**src/rtl/div_ctrl_if.sv**
```systemverilog
// Handshake bundle between the divide sequencer (master) and the iterative divider (slave).
// The sequencer owns start/cancel and the latched operands; the divider returns ready and the result.
interface div_ctrl_if;
  logic        div_start;
  logic        div_signed;
  logic [31:0] div_opa;
  logic [31:0] div_opb;
  logic        div_cancel;
  logic        div_ready;
  logic [63:0] div_result;

  modport master (
    output div_start, div_signed, div_opa, div_opb, div_cancel,
    input  div_ready, div_result
  );

  modport slave (
    input  div_start, div_signed, div_opa, div_opb, div_cancel,
    output div_ready, div_result
  );
endinterface

```
**src/rtl/div_ctrl.sv**
```systemverilog
// Sequencer for the multi-cycle DIV/DIVU divider: one divide per E-stage instruction,
// with flush cancel, divide-by-zero short cut, hang timeout and a one-shot HI/LO write.
module div_ctrl #(
  parameter int TIMEOUT_CYCLES = 48,
  parameter int CNT_W          = 6
) (
  input  logic              clk,
  input  logic              rst,
  input  logic              req_valid,
  input  logic              req_signed,
  input  logic [31:0]       a,
  input  logic [31:0]       b,
  input  logic              flush,
  input  logic              advance,
  div_ctrl_if.master        div,
  output logic              stall,
  output logic              hilo_we,
  output logic [63:0]       hilo_wdata,
  output logic              timeout_err
);

  typedef enum logic [1:0] {IDLE, RUN, DONE} state_t;

  localparam logic [CNT_W-1:0] CNT_LAST = CNT_W'(TIMEOUT_CYCLES - 1);

  state_t           state;
  state_t           state_nxt;
  logic [CNT_W-1:0] cnt;
  logic [63:0]      result;
  logic             accept;

  assign accept = (state == IDLE) && req_valid && !flush;

  always_ff @(posedge clk) begin
    if (rst) state <= IDLE;
    else     state <= state_nxt;
  end

  // Flush outranks ready, and ready outranks the timeout on the same RUN cycle.
  always_comb begin
    state_nxt = state;
    case (state)
      IDLE: if (accept) state_nxt = (b != 32'd0) ? RUN : DONE;
      RUN: begin
        if (flush)                state_nxt = IDLE;
        else if (div.div_ready)   state_nxt = DONE;
        else if (cnt == CNT_LAST) state_nxt = DONE;
      end
      DONE: if (advance || flush) state_nxt = IDLE;
      default: state_nxt = IDLE;
    endcase
  end

  always_comb begin
    stall      = accept || (state == RUN);
    hilo_we    = (state == DONE) && !flush;
    hilo_wdata = result;
  end

  // Operand latch, result capture and the one-cycle cancel/timeout pulses.
  always_ff @(posedge clk) begin
    if (rst) begin
      div.div_start  <= 1'b0;
      div.div_signed <= 1'b0;
      div.div_opa    <= 32'd0;
      div.div_opb    <= 32'd0;
      div.div_cancel <= 1'b0;
      result         <= 64'd0;
      cnt            <= '0;
      timeout_err    <= 1'b0;
    end else begin
      div.div_start  <= (state_nxt == RUN);
      div.div_cancel <= 1'b0;
      timeout_err    <= 1'b0;
      case (state)
        IDLE: begin
          if (accept) begin
            div.div_opa    <= a;
            div.div_opb    <= b;
            div.div_signed <= req_signed;
            cnt            <= '0;
            if (b == 32'd0) result <= {a, 32'hFFFF_FFFF};
          end
        end
        RUN: begin
          cnt <= cnt + 1'b1;
          if (flush) begin
            div.div_cancel <= 1'b1;
          end else if (div.div_ready) begin
            result <= div.div_result;
          end else if (cnt == CNT_LAST) begin
            div.div_cancel <= 1'b1;
            timeout_err    <= 1'b1;
            result         <= 64'd0;
          end
        end
        default: ;
      endcase
    end
  end

endmodule

```
**src/flat_wrapper.sv**
```systemverilog
// flat-port wrapper written by rule: the top's interface ports become plain ports
module div_ctrl_flat 
#(
  parameter int TIMEOUT_CYCLES = 48,
  parameter int CNT_W          = 6
)
  (clk, rst, req_valid, req_signed, a, b, flush, advance, stall, hilo_we, hilo_wdata, timeout_err, div_div_start, div_div_signed, div_div_opa, div_div_opb, div_div_cancel, div_div_ready, div_div_result);
  div_ctrl_if div_i ();
  input  logic clk;
  input  logic rst;
  input  logic req_valid;
  input  logic req_signed;
  input  logic [31:0] a;
  input  logic [31:0] b;
  input  logic flush;
  input  logic advance;
  output logic stall;
  output logic hilo_we;
  output logic [63:0] hilo_wdata;
  output logic timeout_err;
  output wire logic [$bits(div_i.div_start)-1:0] div_div_start;
  output wire logic [$bits(div_i.div_signed)-1:0] div_div_signed;
  output wire logic [$bits(div_i.div_opa)-1:0] div_div_opa;
  output wire logic [$bits(div_i.div_opb)-1:0] div_div_opb;
  output wire logic [$bits(div_i.div_cancel)-1:0] div_div_cancel;
  input wire logic [$bits(div_i.div_ready)-1:0] div_div_ready;
  input wire logic [$bits(div_i.div_result)-1:0] div_div_result;
  assign div_div_start = div_i.div_start;
  assign div_div_signed = div_i.div_signed;
  assign div_div_opa = div_i.div_opa;
  assign div_div_opb = div_i.div_opb;
  assign div_div_cancel = div_i.div_cancel;
  assign div_i.div_ready = div_div_ready;
  assign div_i.div_result = div_div_result;
  div_ctrl #(.TIMEOUT_CYCLES(TIMEOUT_CYCLES), .CNT_W(CNT_W)) u_core (.clk(clk), .rst(rst), .req_valid(req_valid), .req_signed(req_signed), .a(a), .b(b), .flush(flush), .advance(advance), .div(div_i), .stall(stall), .hilo_we(hilo_we), .hilo_wdata(hilo_wdata), .timeout_err(timeout_err));
endmodule
```
**config.mk**
```make
export PLATFORM = sky130hd
export DESIGN_NAME = div_ctrl_flat
export DESIGN_NICKNAME = d
export VERILOG_FILES = /design/src/rtl/div_ctrl_if.sv /design/src/rtl/div_ctrl.sv /design/src/flat_wrapper.sv
export SDC_FILE = /design/constraint.sdc
export NUM_CORES = 1
export LEC_CHECK = 0
export CORE_MARGIN = 4
export CORE_UTILIZATION = 35
export DETAILED_ROUTE_END_ITERATION = 8
export GPL_TIMING_DRIVEN = 0
export PLACE_DENSITY_LB_ADDON = 0.12
export SLEW_MARGIN = 20
export SYNTH_ARGS = -nofsm -noshare
export SYNTH_HDL_FRONTEND = slang
export SYNTH_SLANG_ARGS = --single-unit
```
**constraint.sdc**
```tcl
create_clock -name clk -period 2.2 [get_ports clk]
set_input_delay 0.55 -clock clk [delete_from_list [all_inputs] [get_ports clk]]
set_output_delay 0.55 -clock clk [all_outputs]
set_load 0.005 [all_outputs]
```
==> summary.md, run 1 <==
| Metric | Value |
|---|---|
| CP arrival | `2.43 ns` |
| Clk_lat worst skew | `about 0.42 ns` |
| Leakage power | `between 3 and 4 nW` |
| Initial antenna violation count | `0` |
| Final Max Slew Viols | `0` |
| Register share of total power | `0.394` |
| CTS tree | `yes` |
| Fin. Hold Viols | `0` |
| Period utilisation layout | `0.979` |
| Buffers on Ports | `approximately 270` |
| Crit path buf inv count | `3` |
| Hold crit path type | `reg2reg` |
| Max incr delay on CP | `between 0.4 and 0.5 ns` |
| # fillers | `roughly 1500` |
| Vias in the first global route | `5989` |
| Flops & latches, synth | `140` |
| Final WS setup | `0.0454 ns` |
| Overall Global Routing Usage | `0.213` |
| Worst-path cell chain | `clkdlybuf4s50_1 -> nor4_1 -> nand4_1 -> o21ai_2 -> and2_1 -> buf_4 -> buf_8 -> a211oi_2` |
| CTS root buffer | `clkbuf_16` |
| CP Data Required Time | `between 2 and 2.5 ns` |
| Layout cell share with drive strength beyond 1 | `0.152` |
| Mapped Nets | `827` |
| Max Clock Skew | `0.00720 ns` |
| Post-synth EDFFs | `0` |
| Top layer in use | `met4` |
| 1st-iter DRT viols | `~230` |
| Mapped Cells | `691` |
| Hold Path End | `u_core.div.div_opb[31]` |
| Tot Pwr | `0.00681 W` |
| Cts hold-fix bufs | `0` |
| First-pass GRT wire length | `roughly 33 mm` |
| Crit path max-delay family | `buffers and inverters` |
| Ys flop type | `dfxtp_1` |
| Final setup fails | `0` |
| R2R Setup Slk | `0.11 ns` |
| Crit-path max FO | `10` |
| Max-Cap Viols | `0` |
| FP Rows | `47` |
| Final wirelength | `roughly 21 mm` |
| First-pass DRT Iterations | `4` |
| Starting Density | `0.359` |
| Met2 wire len | `between 9 and 10 mm` |
| Vias per cell | `4.93` |
| Area grow syn2layout | `62.9%` |
| Htree depth | `4` |
| Multi-input gate area | `about 2900 um2` |
| Async SR Flop Fraction | `0` |
| Final #Nets | `between 1000 and 1500` |
| CTS buffer count | `17` |
| Post-synthesis sequential area ratio | `0.468` |
| IO Pins | `269` |
| RSZ-0062 raised after global routing | `yes` |
| Clock group share of total power | `0.455` |
| Internal power | `around 0.0052 W` |
| Routed Antenna Nets | `0` |
| Hold Path Cell Cnt | `2` |
| Clock Sink Count | `140` |
| Reg2reg path depth | `9` |
| M1 WL | `about 9.4 mm` |
| Kind of critical path | `in2reg` |
| Met3 routed WL | `between 1 and 1.5 mm` |
| Hold_ws | `around 0.45 ns` |
| Worst flop-to-flop path endpoint | `u_core.hilo_wdata[38]` |
| Count of cell types in the netlist | `35` |
| Critical Path Sink Type | `flop` |
| Die width | `~140 um` |
| Worst-path clk slew | `roughly 0.060 ns` |
| R2r startpoint | `u_core.state[1]` |
| Post-Syn Area | `5990 um2` |
| Tmin final | `roughly 2.2 ns` |
| RD Place Congestion | `0.790` |
| Slowest-stage cell, CP | `clkdlybuf4s50_1` |
| Highest Clock Rate | `between 0.4 and 0.5 GHz` |
| Top cells by count, synth | `nand2_1 (164), a21oi_1 (157), dfxtp_1 (140)` |
| Top-count cell post-synth | `nand2_1` |
| Worst slew margin | `0.451` |
| Yosys warning count | `0` |
| HPWL Detailed | `~15 mm` |
| Register area | `between 2000 and 3000 um2` |
| Synth Area per Inst | `about 8.7 um2` |
| CP Launch Type | `primary input` |
| Comb power frac | `0.151` |
| Die Area | `roughly 19000 um2` |
| Hold path start | `u_core.div.div_opb[31]` |
| CTS Buffer Depth | `2` |
| Switching Power | `roughly 0.0016 W` |
| Largest net degree at the start of global routing | `19` |
| Remaining Overflow, GRT | `0` |
| Maximum vdd drop | `around 0.00053 V` |
| Dominant cell type by area after synthesis | `dfxtp_1` |
| Vias after detailed routing | `5988` |
| Switching share of power | `0.240` |
| Antenna diode count | `0` |
| Status | `finished clean` |
| Power per cell area | `approximately 700 nW/um2` |
| Synth area leaders | `dfxtp_1 (47%), a21oi_1 (13%), a211oi_2 (13%)` |
| Slew @ Worst Pin | `between 0.8 and 0.9 ns` |
| Dpl ws | `-1.27 ns` |
| Core area | `16700 um2` |
| Die Ht | `around 140 um` |
| # DRC | `0` |
| Routed WL per cell | `17.4 um` |
| Yosys top cell area share | `0.468` |
layer usage:
metal,vias up,global-route usage
li1,3004,-
met1,2744,0.272
met2,200,0.334
met3,40,0.0679
met4,0,0.0881
met5,-,0
worst min-delay path, cell delays in order (launching register included):
cell,delay (ns)
dfxtp_1,0.30
nand2_1,0.05
a21oi_1,0.05
power by group through the flow:
stage	Sequential, W	Combinational (W)	Clock [W]
3_5_place_dp	0.00274	0.00100	0
5_1_grt	0.00269	0.00111	0.00324
2_1_floorplan	0.00274	0.000407	0
3_3_place_gp	0.00274	0.00100	0
4_1_cts	0.00268	0.00102	0.00315
6_report	0.00268	0.00103	0.00309
cells in the final DEF (no fill, tap or decap), drive strengths merged:
master           n
nand4            2
and2             1
ha               1
o21ai            3
or4b             1
clkinv           4
nor3b            2
nor4b            1
inv              2
a21oi          167
nand2b           2
nand2          164
o21bai           1
and3            33
nand3            4
dlymetal6s2s     1
clkbuf          61
nor4             9
clkinvlp         2
clkdlybuf4s15    1
a2bb2oi          1
nand3b           1
or3              2
o211ai           1
o32a             1
nor2             9
nor2b            1
buf             38
dfxtp          140
a211oi          69
dlygate4sd2      1
clkdlybuf4s50  263
mux2             1
bufinv           4
o21a             1
worst max-delay path by stage:
stage               start               endpoint  slack (ns)  depth (start not counted)
finish              b[31]  u_core.hilo_wdata[38]        0.05                          8
global route         b[3]  u_core.hilo_wdata[13]       -0.05                          8
CTS                 b[20]  u_core.hilo_wdata[49]       0.006                          8
detailed placement  flush                  stall       -1.27                          5
global placement    b[16]   u_core.hilo_wdata[0]       -1.18                          8
floorplan           b[24]  u_core.hilo_wdata[19]        0.15                          7
what timing repair did:
item	in CTS	in global routing
endpoints found under the hold margin	0	0
pin swaps	4	6
cloned	0	0
setup endpoints to repair	136	64
setup buffers	3	3
gates resized for setup	32	33
layout make-up:
class                           instances  share of cell area
Buffer                                 70              0.0472
Clock buffer                           22              0.0486
Clock inverter                         10              0.0167
Inverter                                2            0.000769
Multi-Input combinational cell        478               0.294
Sequential cell                       140               0.287
Tap cell                              220              0.0282
Timing Repair Buffer                  273               0.278
kinds of logic (layout without fill, tap and decap cells):
logic type | after synthesis | count (layout) | synth area share
muxes | 1 | 1 | 0.00188
buffers and inverters | 73 | 377 | 0.0639
DFF | 140 | 140 | 0.468
adders and majority gates | 1 | 1 | 0.00209
and+or+nand+nor | 232 | 232 | 0.171
AOI/OAI and AO/OA | 244 | 244 | 0.294
through the flow:
| stage | instance area [um2] | instances | TNS [ns] | util |
|---|---|---|---|---|
| CTS | 9680 | 1212 | 0 | 0.579 |
| global route | 9760 | 1215 | -0.965 | 0.585 |
| detailed placement | 8940 | 1178 | -122.23 | 0.535 |
| global placement | 8940 | 1178 | -117.03 | 0.535 |
| floorplan | 5990 | 691 | 0 | - |
| finish | 9760 | 1215 | 0 | 0.585 |
flip-flops by register name, indices dropped and copies added (netlist names):
register               flops
u_core.cnt                 6
u_core.div.div_cancel      1
u_core.div.div_opa        32
u_core.div.div_opb        32
u_core.div.div_signed      1
u_core.div.div_start       1
u_core.hilo_wdata         64
u_core.state               2
u_core.timeout_err         1
(Power assumes the default switching activity.)
==> run 2, diff against run 1 <==
--- a/config.mk
+++ b/config.mk
@@ -5,6 +5,7 @@
 export SDC_FILE = /design/constraint.sdc
 export NUM_CORES = 1
 export LEC_CHECK = 0
+export CORE_ASPECT_RATIO = 0.7
 export CORE_MARGIN = 4
 export CORE_UTILIZATION = 35
 export DETAILED_ROUTE_END_ITERATION = 8
==> summary.md, run 2 (synthesis results as in run 1) <==
| Metric | Value |
|---|---|
| Busiest layer in global routing | `met2` |
| Starting Density | `0.362 (+0.00345)` |
| Overall Global Routing Usage | `0.217 (+0.00389)` |
| Design area | `9860 um2 (+1.0%)` |
| Slew @ Worst Pin | `0.852 ns (+0.0288 ns)` |
| Area grow syn2layout | `64.6%` |
| # fillers | `1499 (-3.1%)` |
| Max-Cap Viols | `0 (unchanged)` |
| Worst-path clk slew | `0.06 ns (about the same)` |
| Tot Pwr | `0.00656 W (-3.6%)` |
| Die width | `164 um (+18%)` |
| Remaining Overflow, GRT | `0 (unchanged)` |
| Die Ht | `117 um (-15%)` |
| CP Launch Type | `primary input` |
| Maximum vdd drop | `0.000432 V (-18%)` |
| Clock Sink Count | `140 (unchanged)` |
| CP Data Required Time | `2.53 ns (+0.05 ns)` |
| Routing usage on met1 | `0.307 (+0.0352)` |
| Vias in the first global route | `5811 (-3.0%)` |
| Clk_lat worst skew | `0.42 ns (about the same)` |
| Routed Antenna Nets | `0 (unchanged)` |
| Hold Path Cell Cnt | `3 (+1)` |
| Hold crit path type | `in2reg` |
| Reg2reg path depth | `9 (unchanged)` |
| Status | `finished clean` |
| Multi-input gate area | `2880 um2 (+0.48%)` |
| Die Area | `19300 um2 (+0.17%)` |
| 1st-iter DRT viols | `395 (+72%)` |
| Worst slew margin | `0.432 (-0.0192)` |
| Commonest non-fill, non-tap cell in the layout | `clkdlybuf4s50_1` |
| Vias per cell | `4.92 (-0.25%)` |
| Final wirelength | `21.8 mm (+3.5%)` |
| GRT met3 Usage | `0.0718 (+0.00382)` |
| FP Rows | `39 (-17%)` |
| IO Pins | `269 (unchanged)` |
| Final Max Slew Viols | `0 (unchanged)` |
| Area post-placement | `8950 um2 (about the same)` |
| Critical Path Sink Type | `flop` |
| Core Util, Final | `0.596 (+0.0117)` |
| Largest net degree at the start of global routing | `17 (-2)` |
| Cts hold-fix bufs | `0 (unchanged)` |
| Final setup fails | `0 (unchanged)` |
| Fin. Hold Viols | `0 (unchanged)` |
| Period utilisation layout | `0.998 (+0.0186)` |
| Antenna diode count | `0 (unchanged)` |
| Htree depth | `4 (unchanged)` |
| Register area | `2800 um2 (unchanged)` |
| CP arrival | `2.52 ns (+0.09 ns)` |
| Final #Nets | `1125 (+0.63%)` |
| CTS root buffer | `clkbuf_16` |
| Core area | `16500 um2 (-0.95%)` |
| Hold_ws | `0.432 ns (-0.0188 ns)` |
| CTS tree | `yes` |
| Tmin final | `2.20 ns (+0.0410 ns)` |
| Routed WL per cell | `17.8 um (+2.5%)` |
| Initial antenna violation count | `0 (unchanged)` |
| Max FFs per register | `64 (unchanged)` |
| First-pass GRT wire length | `32.8 mm (about the same)` |
| Max Clock Skew | `0.00767 ns (+0.000473 ns)` |
| Buffers on Ports | `267 (unchanged)` |
| Crit-path max FO | `10 (unchanged)` |
| CTS Buffer Depth | `2 (unchanged)` |
| Layout cell share with drive strength beyond 1 | `0.163 (+0.0111)` |
| # DRC | `0 (unchanged)` |
| RD Place Congestion | `0.799 (+1.1%)` |
| First-pass DRT Iterations | `4 (unchanged)` |
| Leakage power | `3.52 nW (+1.4%)` |
| Most frequent cells in the layout | `clkdlybuf4s50_1 (262), nand2_1 (164), a21oi_1 (157)` |
| GR Util met2 | `0.318 (-0.0161)` |
| Kind of critical path | `in2reg` |
| Highest Clock Rate | `0.455 GHz (-1.9%)` |
| CTS buffer count | `17 (unchanged)` |
| RSZ-0062 raised after global routing | `yes` |
| Vias after detailed routing | `6027 (+0.65%)` |
| Power per cell area | `665 nW/um2 (-4.6%)` |
| HPWL Detailed | `16.1 mm (+3.8%)` |
## run 2: final timing paths
| kind | startpoint | slack (ns) | end |
|---|---|---|---|
| hold / removal | b[13] | 0.43 | u_core.div.div_opb[13] |
| setup / recovery | b[19] | 0.004 | u_core.hilo_wdata[53] |
| setup reg to reg | u_core.state[1] | 0.14 | u_core.hilo_wdata[61] |
| hold reg to reg | u_core.div.div_opa[2] | 0.45 | u_core.div.div_opa[2] |
## run 2: metal layers
metal / part of all wire / vias up
met3: 0.083 / 21
met2: 0.42 / 203
met1: 0.48 / 2772
met5: 0 / -
met4: 0.014 / 0
li1: - / 3031
## run 2: final cells by class
cell class	instances	share of cell area
clock buffer	17	0.0431
multi-input combinational	478	0.292
tap	225	0.0285
sequential	140	0.284
clock inverter	14	0.0150
timing repair buffer	279	0.284
buffer	71	0.0529
inverter	2	0.000761
## run 2: where the power goes
group	total [W]	switching [W]	internal [W]	leakage (nW)
Clock	0.00281	0.00114	0.00167	0.279
Sequential	0.00268	0.0000504	0.00263	1.14
Combinational	0.00107	0.000492	0.000574	2.10
## run 2: stage by stage
stage               std cells  TNS, ns  setup slack (ns)
global route             1226    -1.27           -0.0628
detailed placement       1183  -109.80             -1.18
finish                   1226        0           0.00438
CTS                      1217  -0.0366           -0.0366
floorplan                 691        0             0.151
global placement         1183  -108.25             -1.13
## run 2: what timing repair did
item | in CTS | in global routing
cloned | 0 | 2
setup endpoints to repair | 114 | 87
buffers inserted | 3 | 7
hold endpoints to repair | 0 | 0
pin swaps | 2 | 7
resized for setup | 41 | 42
## run 2: worst max-delay path, cell delays in order
cell and delay [ns]:
clkdlybuf4s50_1 0.44, nor4_2 0.35, nand4_1 0.24, o21ai_4 0.30, buf_8 0.18, buf_4 0.17
a21oi_1 0.09, a211oi_2 0.20
